$ cat config.mk
export PLATFORM = sky130hd
export DESIGN_NAME = uart_rx_ext
export DESIGN_NICKNAME = d
export VERILOG_FILES = /design/src/rtl/uart_rx_ext.sv
export SDC_FILE = /design/constraint.sdc
export NUM_CORES = 1
export LEC_CHECK = 0
export ABC_AREA = 1
export BUFFER_PORTS_ARGS = -buffer_cell sky130_fd_sc_hd__buf_2
export CORE_MARGIN = 10
export CORE_UTILIZATION = 25
export CTS_BUF_LIST = sky130_fd_sc_hd__clkbuf_8
export DETAILED_ROUTE_END_ITERATION = 8
export MAX_ROUTING_LAYER = met4
export PLACE_DENSITY = 0.44
export REMOVE_ABC_BUFFERS = 1
export SLEW_MARGIN = 20
export SYNTH_ARGS = -nofsm -noshare
export SYNTH_HDL_FRONTEND = slang
export SYNTH_SLANG_ARGS = --single-unit
$ cat constraint.sdc
create_clock -name i_clk -period 1.65 [get_ports i_clk]
set_input_delay 0.165 -clock i_clk [delete_from_list [all_inputs] [get_ports i_clk]]
set_output_delay 0.165 -clock i_clk [all_outputs]
set_load 0.01 [all_outputs]
$ cat src/rtl/uart_rx_ext.sv
// uart_rx_ext -- oversampling UART receiver with optional parity, 1 or 2 stop
// bits, a one-word output holding register with valid/ready handshake, and
// sticky overrun reporting.
//
// Ports
//   i_clk        : single clock, all state on its rising edge
//   i_rst_n      : asynchronous active-low reset
//   i_tick       : one-cycle strobe at OVERSAMPLE x baud rate
//   i_rx         : asynchronous serial line, idle high
//   o_rx_data    : received word, LSB received first
//   o_rx_valid   : o_rx_data and the error flags are valid
//   i_rx_ready   : consumer takes the word when high together with o_rx_valid
//   o_parity_err : parity mismatch for the held word (0 when parity disabled)
//   o_frame_err  : a stop bit was sampled low for the held word
//   o_overrun    : an unaccepted word was overwritten (sticky until a handshake)
module uart_rx_ext #(
    parameter int NB_DATA    = 8,
    parameter int NB_STOP    = 1,
    parameter int OVERSAMPLE = 16,
    parameter int PARITY_EN  = 0,
    parameter int PARITY_ODD = 0
) (
    input  logic               i_clk,
    input  logic               i_rst_n,
    input  logic               i_tick,
    input  logic               i_rx,
    output logic [NB_DATA-1:0] o_rx_data,
    output logic               o_rx_valid,
    input  logic               i_rx_ready,
    output logic               o_parity_err,
    output logic               o_frame_err,
    output logic               o_overrun
);

    localparam int TICK_W = $clog2(OVERSAMPLE);
    localparam int BIT_W  = $clog2(NB_DATA);

    localparam logic [TICK_W-1:0] TICK_HALF      = TICK_W'(OVERSAMPLE / 2 - 1);
    localparam logic [TICK_W-1:0] TICK_LAST      = TICK_W'(OVERSAMPLE - 1);
    localparam logic [BIT_W-1:0]  BIT_LAST_DATA  = BIT_W'(NB_DATA - 1);
    localparam logic [BIT_W-1:0]  BIT_LAST_STOP  = BIT_W'(NB_STOP - 1);
    localparam logic              PARITY_ODD_BIT = (PARITY_ODD != 0);
    localparam logic              PARITY_ON      = (PARITY_EN != 0);

    typedef enum logic [2:0] {
        ST_IDLE   = 3'd0,
        ST_START  = 3'd1,
        ST_DATA   = 3'd2,
        ST_PARITY = 3'd3,
        ST_STOP   = 3'd4
    } state_t;

    state_t               state_reg, state_next;
    logic [TICK_W-1:0]    tick_reg, tick_next;
    logic [BIT_W-1:0]     bit_reg, bit_next;
    logic [NB_DATA-1:0]   shift_reg, shift_next;
    logic                 par_err_reg, par_err_next;
    logic                 frm_err_reg, frm_err_next;
    logic                 done;
    logic [1:0]           sync_reg;
    logic                 rx_s;
    logic                 accept;

    // Two-flop synchronizer; resets to the idle (high) line level so that
    // reset release never looks like a start bit.
    always_ff @(posedge i_clk or negedge i_rst_n) begin
        if (!i_rst_n) begin
            sync_reg <= 2'b11;
        end else begin
            sync_reg <= {sync_reg[0], i_rx};
        end
    end

    assign rx_s = sync_reg[1];

    // Receive state register and datapath registers.
    always_ff @(posedge i_clk or negedge i_rst_n) begin
        if (!i_rst_n) begin
            state_reg   <= ST_IDLE;
            tick_reg    <= '0;
            bit_reg     <= '0;
            shift_reg   <= '0;
            par_err_reg <= 1'b0;
            frm_err_reg <= 1'b0;
        end else begin
            state_reg   <= state_next;
            tick_reg    <= tick_next;
            bit_reg     <= bit_next;
            shift_reg   <= shift_next;
            par_err_reg <= par_err_next;
            frm_err_reg <= frm_err_next;
        end
    end

    // Next-state logic. Every counter advance is gated by i_tick; once the
    // start bit is confirmed at its midpoint, each later sample lands a full
    // bit period later, i.e. mid-bit.
    always_comb begin
        state_next   = state_reg;
        tick_next    = tick_reg;
        bit_next     = bit_reg;
        shift_next   = shift_reg;
        par_err_next = par_err_reg;
        frm_err_next = frm_err_reg;
        done         = 1'b0;

        case (state_reg)
            ST_IDLE: begin
                if (!rx_s) begin
                    state_next = ST_START;
                    tick_next  = '0;
                end
            end

            ST_START: begin
                if (i_tick) begin
                    if (tick_reg == TICK_HALF) begin
                        if (rx_s) begin
                            // Line went back high before mid start bit: glitch.
                            state_next = ST_IDLE;
                        end else begin
                            state_next   = ST_DATA;
                            tick_next    = '0;
                            bit_next     = '0;
                            par_err_next = 1'b0;
                            frm_err_next = 1'b0;
                        end
                    end else begin
                        tick_next = tick_reg + 1'b1;
                    end
                end
            end

            ST_DATA: begin
                if (i_tick) begin
                    if (tick_reg == TICK_LAST) begin
                        tick_next  = '0;
                        shift_next = {rx_s, shift_reg[NB_DATA-1:1]};
                        if (bit_reg == BIT_LAST_DATA) begin
                            bit_next   = '0;
                            state_next = PARITY_ON ? ST_PARITY : ST_STOP;
                        end else begin
                            bit_next = bit_reg + 1'b1;
                        end
                    end else begin
                        tick_next = tick_reg + 1'b1;
                    end
                end
            end

            ST_PARITY: begin
                if (i_tick) begin
                    if (tick_reg == TICK_LAST) begin
                        tick_next    = '0;
                        bit_next     = '0;
                        par_err_next = (^shift_reg) ^ rx_s ^ PARITY_ODD_BIT;
                        state_next   = ST_STOP;
                    end else begin
                        tick_next = tick_reg + 1'b1;
                    end
                end
            end

            ST_STOP: begin
                if (i_tick) begin
                    if (tick_reg == TICK_LAST) begin
                        tick_next = '0;
                        if (!rx_s) begin
                            frm_err_next = 1'b1;
                        end
                        if (bit_reg == BIT_LAST_STOP) begin
                            // Frame ends at the middle of the last stop bit.
                            bit_next   = '0;
                            state_next = ST_IDLE;
                            done       = 1'b1;
                        end else begin
                            bit_next = bit_reg + 1'b1;
                        end
                    end else begin
                        tick_next = tick_reg + 1'b1;
                    end
                end
            end

            default: begin
                state_next = ST_IDLE;
            end
        endcase
    end

    assign accept = o_rx_valid && i_rx_ready;

    // Output holding register. A completion always loads; overrun is raised
    // only when a held word is replaced without being taken, and a handshake
    // without a coincident completion clears both valid and overrun.
    always_ff @(posedge i_clk or negedge i_rst_n) begin
        if (!i_rst_n) begin
            o_rx_data    <= '0;
            o_rx_valid   <= 1'b0;
            o_parity_err <= 1'b0;
            o_frame_err  <= 1'b0;
            o_overrun    <= 1'b0;
        end else if (done) begin
            o_rx_data    <= shift_reg;
            o_parity_err <= par_err_next & PARITY_ON;
            o_frame_err  <= frm_err_next;
            o_rx_valid   <= 1'b1;
            if (o_rx_valid && !i_rx_ready) begin
                o_overrun <= 1'b1;
            end
        end else if (accept) begin
            o_rx_valid <= 1'b0;
            o_overrun  <= 1'b0;
        end
    end

endmodule

==> flow_metrics.tcl, run 1 <==
set metrics [dict create \
    hpwl_um 2823 \
    worstSetupPathType "flop to flop" \
    drtIter0Drc 24 \
    switching_share_pct 45.17 \
    arrival_ns 1.66 \
    setup_violations 0 \
    holdWs_ns 0.1398 \
    core_um2 6869 \
    viasPerCell 4.054 \
    power_frac_comb_pct 46.3 \
    fp.dieH_um 104.4 \
    power_density_nw_per_um2 1421 \
    grt_pass1_wl_um 6837 \
    p_seq_share_pct 32.9 \
    clkLatencyLatePin_ns 0.28 \
    end_kind "flop" \
    r2r_slack_ns 0.17 \
    gp_congestion 0.8088 \
    syn_inst 215 \
    cts_buffer_depth 2 \
    ios 17 \
    clock_skew_ns 0.005019 \
    num_antenna_cells 0 \
    drive_above_1_share_pct 26.67 \
    final_max_slew_viol_count 0 \
    hold_path_class "primary input to flop" \
    synth.distinct_cells 27 \
    postPlaceCellArea_um2 1974 \
    grt_max_degree 33 \
    max_cap_viol_count 0 \
    final_hold_viol_count 0 \
    cts_sinks 32 \
    syn-cell-area_um2 1780 \
    critPathLaunchType "flop" \
    syn_to_final_growth_pct 17.64 \
    ant_nets 0 \
    fin_crit_sh_pct 89.79 \
    register_area_um2 803.3 \
    grt_pass1_vias 1463 \
    power.leakage_nw 1.044 \
    cts_setup_buffers 0 \
    p_int_mw 1.632 \
    antenna_found_initial 0 \
    grt-ovfl-total 0 \
    die_w_um 104.4 \
    grt_setup_unrepaired "false" \
    start_util_pct 25.92 \
    dieArea_um2 10900 \
    stdcell_area_um2 2095 \
    crit_fanout 8 \
    drt_wl_total_um 3808 \
    multi_input_area_um2 868.3 \
    port_buffers 15 \
    period_needed_ns 1.482 \
    fmax_ghz 0.6750 \
    ys_ff_latch 32 \
    outcome "completed" \
    synth_edf_count 0 \
    r2r_cells 10 \
    drt-wirelength-per-cell_um 11.33 \
    synth-seq-area-share_pct 45.12 \
    clkTransAtPathRegs_ns 0.08 \
    syn_avg_cell_area_um2 8.281 \
    r2r-end "state_reg[1]" \
    numCtsBuffers 5 \
    required_ns 1.83 \
    track_usage_pct 7.657 \
    synth_flop_cell "dfrtp_1" \
    r2r_start "tick_reg[1]" \
    final_nets 248 \
    final_common_cell "nand2_1" \
    fp-row-count 30 \
    peakVddDrop_v 0.0005810 \
    drcViolationCount 0 \
    drt-pass1-iter-count 4 \
    crit_start "tick_reg[1]" \
    ys_warn_count 0 \
    p_switching_mw 1.344 \
    cts_root_buffer "clkbuf_8" \
    cts_tree "done" \
    mostFrequentLayoutCells "65 x nand2_1, 30 x dfrtp_1, 20 x inv_1, 18 x nand3_1, 17 x o21ai_1" \
    p_total_mw 2.976 \
    clkPwrFrac_pct 20.8 \
    vias 1362 \
    final_util_pct 30.49 \
    fin_tns_setup_ns 0 \
    endpoint "state_reg[1]" \
    n_fill_cell 760 \
    async_flop_share_pct 100.0 \
    htree_levels 2 \
]
stage by stage:
stage / worst slack [ns] / std cells
finish: 0.1684 / 336
global route: 0.01592 / 336
CTS: 0.08946 / 336
detailed placement: 0.1015 / 326
global placement: 0.1277 / 326
floorplan: 0.1610 / 212
routing by layer:
metal	vias up	share of wire [%]	global-route usage, %
li1	720	-	-
met1	619	49	9.058
met2	19	46	12.13
met3	4	3.5	2.416
met4	0	0.81	2.286
met5	-	0	-
critical path, cell delays in order (launching register included):
cell and delay (ns):
dfrtp_1 0.38, ha_2 0.24, nand2_2 0.09, nor2_4 0.13, inv_2 0.06, nand2_4 0.09
nand2_4 0.07, nor2_8 0.15, nand2_4 0.07, nand2_1 0.05, nand2_1 0.05
power by group through the flow:
| stage | Sequential [mW] | Clock, mW | Combinational [mW] |
|---|---|---|---|
| after floorplan | 0.971 | 0 | 1.12 |
| after global placement | 0.991 | 0 | 1.38 |
| after detailed placement | 0.991 | 0 | 1.39 |
| after CTS | 0.975 | 0.650 | 1.39 |
| after global routing | 0.991 | 0.669 | 1.56 |
| final | 0.979 | 0.619 | 1.38 |
cell usage after synthesis (3+ instances only):
library cell,count,share of area (%)
nand2_1,65,14
dfrtp_1,30,42
inv_1,21,4.4
nand3_1,18,5.1
o21ai_1,17,4.8
nor2_1,13,2.7
nand2_2,9,3.2
inv_2,5,1.1
nand2_4,5,3.2
ha_1,4,2.8
nor2_4,4,2.5
nand3_2,3,1.7
repair_timing:
action                     CTS  global route
setup endpoints to repair    0            11
hold endpoints to repair    31             0
gates resized for setup      0             5
hold buffers                 2             0
how the worst min path moves through the flow:
stage / from / end / cells after the start
2_1_floorplan: i_rst_n / bit_reg[0] / 0
6_report: i_rx_ready / o_rx_valid / 4
3_5_place_dp: i_rst_n / state_reg[1] / 2
3_3_place_gp: i_rst_n / state_reg[2] / 2
4_1_cts: i_rx_ready / o_rx_valid / 4
5_1_grt: i_rx_ready / o_rx_valid / 4
final cells by class:
type / count / area share (%)
timing repair buffer: 20 / 5.615
inverter: 26 / 4.659
clock inverter: 3 / 0.8961
clock buffer: 5 / 3.286
sequential: 32 / 38.35
multi-input combinational: 154 / 41.46
tap: 96 / 5.735
kinds of logic after synthesis:
group / count (synthesis) / synth area share, %
simple gates: 126 / 38.09
flops: 32 / 45.12
buf+inv: 29 / 6.817
compound gates: 22 / 6.465
fa+ha+maj: 4 / 2.811
xor+xnor: 1 / 0.4920
other cells: 1 / 0.2106
No activity file was read; power rests on OpenSTA's default activity.
==> inputs of run 2 (changes only) <==
CORE_MARGIN = 2   (was 10)
==> run 2 against run 1 <==
Against the previous run: power grew 3.8%; flip-flop and latch count is the same; clock power grew 20%; via count shrank 2.6%; design area grew 0.12%; first-iteration DRC count grew to 2.8 times the previous value; utilization grew 0.20 points; maximum frequency shrank 2.7%; non-clock buffer count shrank 1; hold slack gained 0.0053 ns; critical path type unchanged; critical endpoint is now bit_reg[0]; largest power group unchanged.
==> flow_metrics.tcl, run 2 (synthesis results as in run 1) <==
set metrics [dict create \
    track_usage_pct 10.32 \
    relSlewSlack_pct 51.50 \
    final_common_cell "nand2_1" \
    setup_violations 0 \
    period_needed_ns 1.523 \
    clkTransAtPathRegs_ns 0.07 \
    power_density_nw_per_um2 1473 \
    num_antenna_cells 0 \
    grt-ovfl-total 0 \
    viasPerCell 3.958 \
    worstHoldStart "i_rx_ready" \
    mostFrequentLayoutCells "65 x nand2_1, 30 x dfrtp_1, 22 x inv_1, 18 x nand3_1, 17 x o21ai_1" \
    end_kind "flop" \
    vias 1326 \
    drive_above_1_share_pct 24.69 \
    die_w_um 88.39 \
    finalNonFillerCells 335 \
    r2r_start "tick_reg[1]" \
    crit_fanout 8 \
    worst_pin_slew_ns 0.7274 \
    dieArea_um2 7813 \
    required_ns 1.87 \
    use_met3_pct 2.332 \
    core_um2 6832 \
    worstSetupPathType "flop to flop" \
    peakVddDrop_v 0.0005142 \
    placed_cells 325 \
    n_fill_cell 766 \
    final_max_slew_viol_count 0 \
    final_hold_viol_count 0 \
    cts_root_buffer "clkbuf_8" \
    cpPeakStageDelay_ns 0.37 \
    htree_levels 2 \
    grt_pass1_wl_um 6147 \
    p_total_mw 3.089 \
    hpwl_um 2586 \
    drt_wl_total_um 3528 \
    drcViolationCount 0 \
    final_nets 247 \
    grt_util_met1_pct 14.67 \
    syn_to_final_growth_pct 17.78 \
    fp.dieH_um 88.39 \
    ant_nets 0 \
    arrival_ns 1.75 \
    max_cap_viol_count 0 \
    grt_setup_unrepaired "false" \
    clock_skew_ns 0.007810 \
    port_buffers 15 \
    grt_pass1_vias 1302 \
    drt-wirelength-per-cell_um 10.53 \
    fin_crit_sh_pct 92.33 \
    power.leakage_nw 1.049 \
    crit_start "tick_reg[1]" \
    critPathLaunchType "flop" \
    gp_congestion 0.8002 \
    hold_path_class "primary input to flop" \
    fin_tns_setup_ns 0 \
    path_cells "ha_2 -> nand2_2 -> nor2_2 -> inv_2 -> nand2_4 -> nand2_4 -> nor2_8 -> nand3_1 -> nand2_1" \
    crit_buf_inv 1 \
    use_met2_pct 14.42 \
    fmax_ghz 0.6564 \
    busiest_layer "met1" \
    cts_sinks 32 \
    numCtsBuffers 5 \
    cts_buffer_depth 2 \
    path_delay_family "simple AND/OR/NAND/NOR gates" \
    grt_max_degree 33 \
    start_util_pct 26.06 \
    drt-pass1-iter-count 4 \
    outcome "completed" \
    fp-row-count 30 \
    final_util_pct 30.70 \
    clkLatencyLatePin_ns 0.28 \
    cp_slowest_cell "dfrtp_1" \
    path_common_cell "nand2_4" \
    drtIter0Drc 67 \
    ios 17 \
    cts_tree "done" \
    cts_setup_buffers 0 \
    antenna_found_initial 0 \
]
## run 2: cell count changes in the layout (fill, tap and decap cells not counted), sizes merged
cell / previous run / this run
inv: 26 / 27
bufinv: 0 / 1
clkinv: 3 / 1
buf: 18 / 17
## run 2: worst paths after layout
path	slack [ns]	end	cells past startpoint
worst max register to register	0.13	bit_reg[0]	9
worst min-delay path	0.15	o_rx_valid	4
min in group asynchronous	0.48	shift_reg[3]	2
worst min register to register	0.37	sync_reg[1]	0
worst max-delay path	0.13	bit_reg[0]	9
max in group asynchronous	0.71	state_reg[2]	2
## run 2: repair_timing
item,CTS,global route
setup endpoints to repair,0,6
hold endpoints to repair,31,0
resized for setup,0,1
hold buffers,2,0
## run 2: metrics by stage
step / instance area, um^2 / hold slack, ns / setup slack, ns
floorplan: 1757 / -0.1306 / 0.1610
global route: 2097 / 0.1635 / 0.001911
CTS: 2095 / 0.1372 / 0.07814
finish: 2097 / 0.1452 / 0.1266
global placement: 1967 / 0.2724 / 0.1457
detailed placement: 1967 / 0.2729 / 0.09180
## run 2: cell type report
cell class / count / area, um^2 / share of cell area (%)
sequential: 32 / 803.3 / 38.31
multi-input combinational: 154 / 858.3 / 40.93
inverter: 26 / 97.59 / 4.654
tap: 96 / 120.1 / 5.728
timing repair buffer: 19 / 110.1 / 5.251
clock buffer: 5 / 68.82 / 3.282
clock inverter: 3 / 38.79 / 1.850
## run 2: layer usage
metal	wire [um]	part of all wire (%)	vias up
met4	48	1.4	0
li1	-	-	721
met5	0	0	-
met1	1876	53	581
met2	1505	43	19
met3	98	2.8	5
## run 2: power breakdown
part	leakage (nW)	switching [mW]	internal, mW	total (mW)
clock	0.0593	0.299	0.442	0.741
combinational	0.555	0.911	0.467	1.38
sequential	0.435	0.103	0.866	0.969
total	1.05	1.31	1.78	3.09
## run 2: worst register-to-register path: cells and delay by family, from the launching register on
kind | cells | cell delay [ns]
buffers and inverters | 1 | 0.08
flip-flops | 1 | 0.37
AND/OR/NAND/NOR | 7 | 0.79
adder cells (fa/ha/maj) | 1 | 0.24
==> inputs of run 3 (changes only) <==
CORE_UTILIZATION = 35   (was 25)
PLACE_DENSITY = 0.56   (was 0.44)
==> run 3 against run 2 <==
Against the previous run: maximum frequency grew 0.80%; sequential power is essentially flat; flip-flop and latch count is the same; die area shrank 27%; register-to-register slack is essentially flat; clock power shrank 0.5%; power shrank 0.43%.
==> flow_metrics.tcl, run 3 (synthesis results as in run 1) <==
set metrics [dict create \
    power_density_nw_per_um2 1493 \
    viasPerCell 4.438 \
    htree_levels 2 \
    antenna_found_initial 0 \
    end_kind "flop" \
    cts_buffer_depth 2 \
    register_area_um2 803.3 \
    drt-wirelength-per-cell_um 11.06 \
    cts_sinks 32 \
    drcViolationCount 0 \
    numCtsBuffers 5 \
    worst_pin_slew_ns 0.7360 \
    num_antenna_cells 0 \
    cpPeakStageDelay_ns 0.37 \
    final_nets 247 \
    power_frac_comb_pct 44.5 \
    cts_tree "done" \
    port_buffers 15 \
    required_ns 1.83 \
    worstSetupPathType "flop to flop" \
    outcome "completed" \
    start_util_pct 36.96 \
    mostFrequentLayoutCells "65 x nand2_1, 30 x dfrtp_1, 22 x inv_1, 18 x nand3_1, 17 x o21ai_1" \
    path_common_cell "nand2_4" \
    fin_tns_setup_ns 0 \
    crit_buf_inv 1 \
    setup_violations 0 \
    grt_setup_unrepaired "false" \
    clock_skew_ns 0.004313 \
    critPathLaunchType "flop" \
    final_common_cell "nand2_1" \
    core_um2 4817 \
    grt_pass1_vias 1270 \
    drtIter0Drc 98 \
    fmax_ghz 0.6617 \
    die_w_um 75.33 \
    cts_root_buffer "clkbuf_8" \
    n_fill_cell 502 \
    p_int_mw 1.774 \
    syn_to_final_growth_pct 15.74 \
    crit_fanout 8 \
    multi_input_area_um2 858.3 \
    fp-row-count 25 \
    gp_congestion 0.8255 \
    path_cells "ha_1 -> nand2_2 -> nor2_2 -> inv_2 -> nand2_4 -> nand2_4 -> nor2_8 -> nand2_4 -> nand2_1 -> nand2_1" \
    final_max_slew_viol_count 0 \
    vias 1358 \
    drive_above_1_share_pct 24.69 \
    peakVddDrop_v 0.0007779 \
    drt-pass1-iter-count 4 \
    postPlaceCellArea_um2 1931 \
    clkPwrFrac_pct 24.0 \
    fin_crit_sh_pct 91.60 \
    arrival_ns 1.69 \
    stdcell_area_um2 2061 \
    path_delay_family "simple AND/OR/NAND/NOR gates" \
    switching_share_pct 42.34 \
    post-place-ws_ns 0.1444 \
    cp_slowest_cell "dfrtp_1" \
    p_total_mw 3.076 \
    hold_path_class "primary input to flop" \
    grt_pass1_wl_um 5754 \
    ant_nets 0 \
    fin_ws_ns 0.1386 \
    period_needed_ns 1.511 \
    fp.dieH_um 75.33 \
    track_usage_pct 14.09 \
    dieArea_um2 5674 \
    p_switching_mw 1.302 \
    p_seq_share_pct 31.6 \
    max_cap_viol_count 0 \
    clkLatencyLatePin_ns 0.28 \
    final_hold_viol_count 0 \
    relSlewSlack_pct 50.93 \
    power.leakage_nw 1.052 \
    drt_wl_total_um 3383 \
    grt_max_degree 33 \
    ios 17 \
    hpwl_um 2469 \
    clkTransAtPathRegs_ns 0.07 \
    holdWs_ns 0.1367 \
    grt-ovfl-total 0 \
]
==> run 3: per-layer routing <==
| layer | up-vias | part of all wire [%] | track usage (%) |
|---|---|---|---|
| met2 | 18 | 47 | 21.35 |
| li1 | 723 | - | - |
| met3 | 5 | 2.7 | 3.175 |
| met1 | 612 | 48 | 18.27 |
| met5 | - | 0 | - |
| met4 | 0 | 1.6 | 5.848 |
==> run 3: path summary, 6_finish.rpt <==
check | depth (start not counted) | slack, ns | to | start
hold / removal | 4 | 0.14 | o_rx_valid | i_rx_ready
hold reg to reg | 0 | 0.36 | sync_reg[1] | sync_reg[0]
max in group asynchronous | 2 | 0.70 | tick_reg[1] | i_rst_n
min in group asynchronous | 2 | 0.48 | state_reg[1] | i_rst_n
setup / recovery | 10 | 0.14 | bit_reg[0] | tick_reg[1]
setup reg to reg | 10 | 0.14 | bit_reg[0] | tick_reg[1]
==> run 3: stage by stage <==
stage / std cells / util [%]
5_1_grt: 306 / 42.78
2_1_floorplan: 212 / -
4_1_cts: 306 / 42.73
3_3_place_gp: 296 / 40.08
6_report: 306 / 42.78
3_5_place_dp: 296 / 40.08
==> run 3: timing repair <==
item | 4_1_cts | 5_1_grt
endpoints found under the setup margin | 0 | 3
resized for setup | 0 | 1
buffers inserted | 0 | 0
hold buffers | 2 | 0
hold endpoints to repair | 31 | 0
==> run 3: power by group through the flow <==
stage	sequential, mW	clock [mW]	combinational, mW
2_1_floorplan	0.971	0	1.12
3_3_place_gp	0.986	0	1.36
3_5_place_dp	0.986	0	1.37
4_1_cts	0.972	0.762	1.38
5_1_grt	0.984	0.796	1.55
6_report	0.971	0.737	1.37
==> run 3: area by class of cell <==
class / count / share of cell area (%)
clock buffer: 5 / 3.339
clock inverter: 3 / 1.882
inverter: 26 / 4.736
multi-input combinational: 154 / 41.65
sequential: 32 / 38.98
tap: 67 / 4.068
timing repair buffer: 19 / 5.343
==> run 3: worst min-delay path, cell delays in order <==
cell and delay (ns):
buf_2 0.08, inv_1 0.04, nand2_1 0.05, nand2_1 0.04
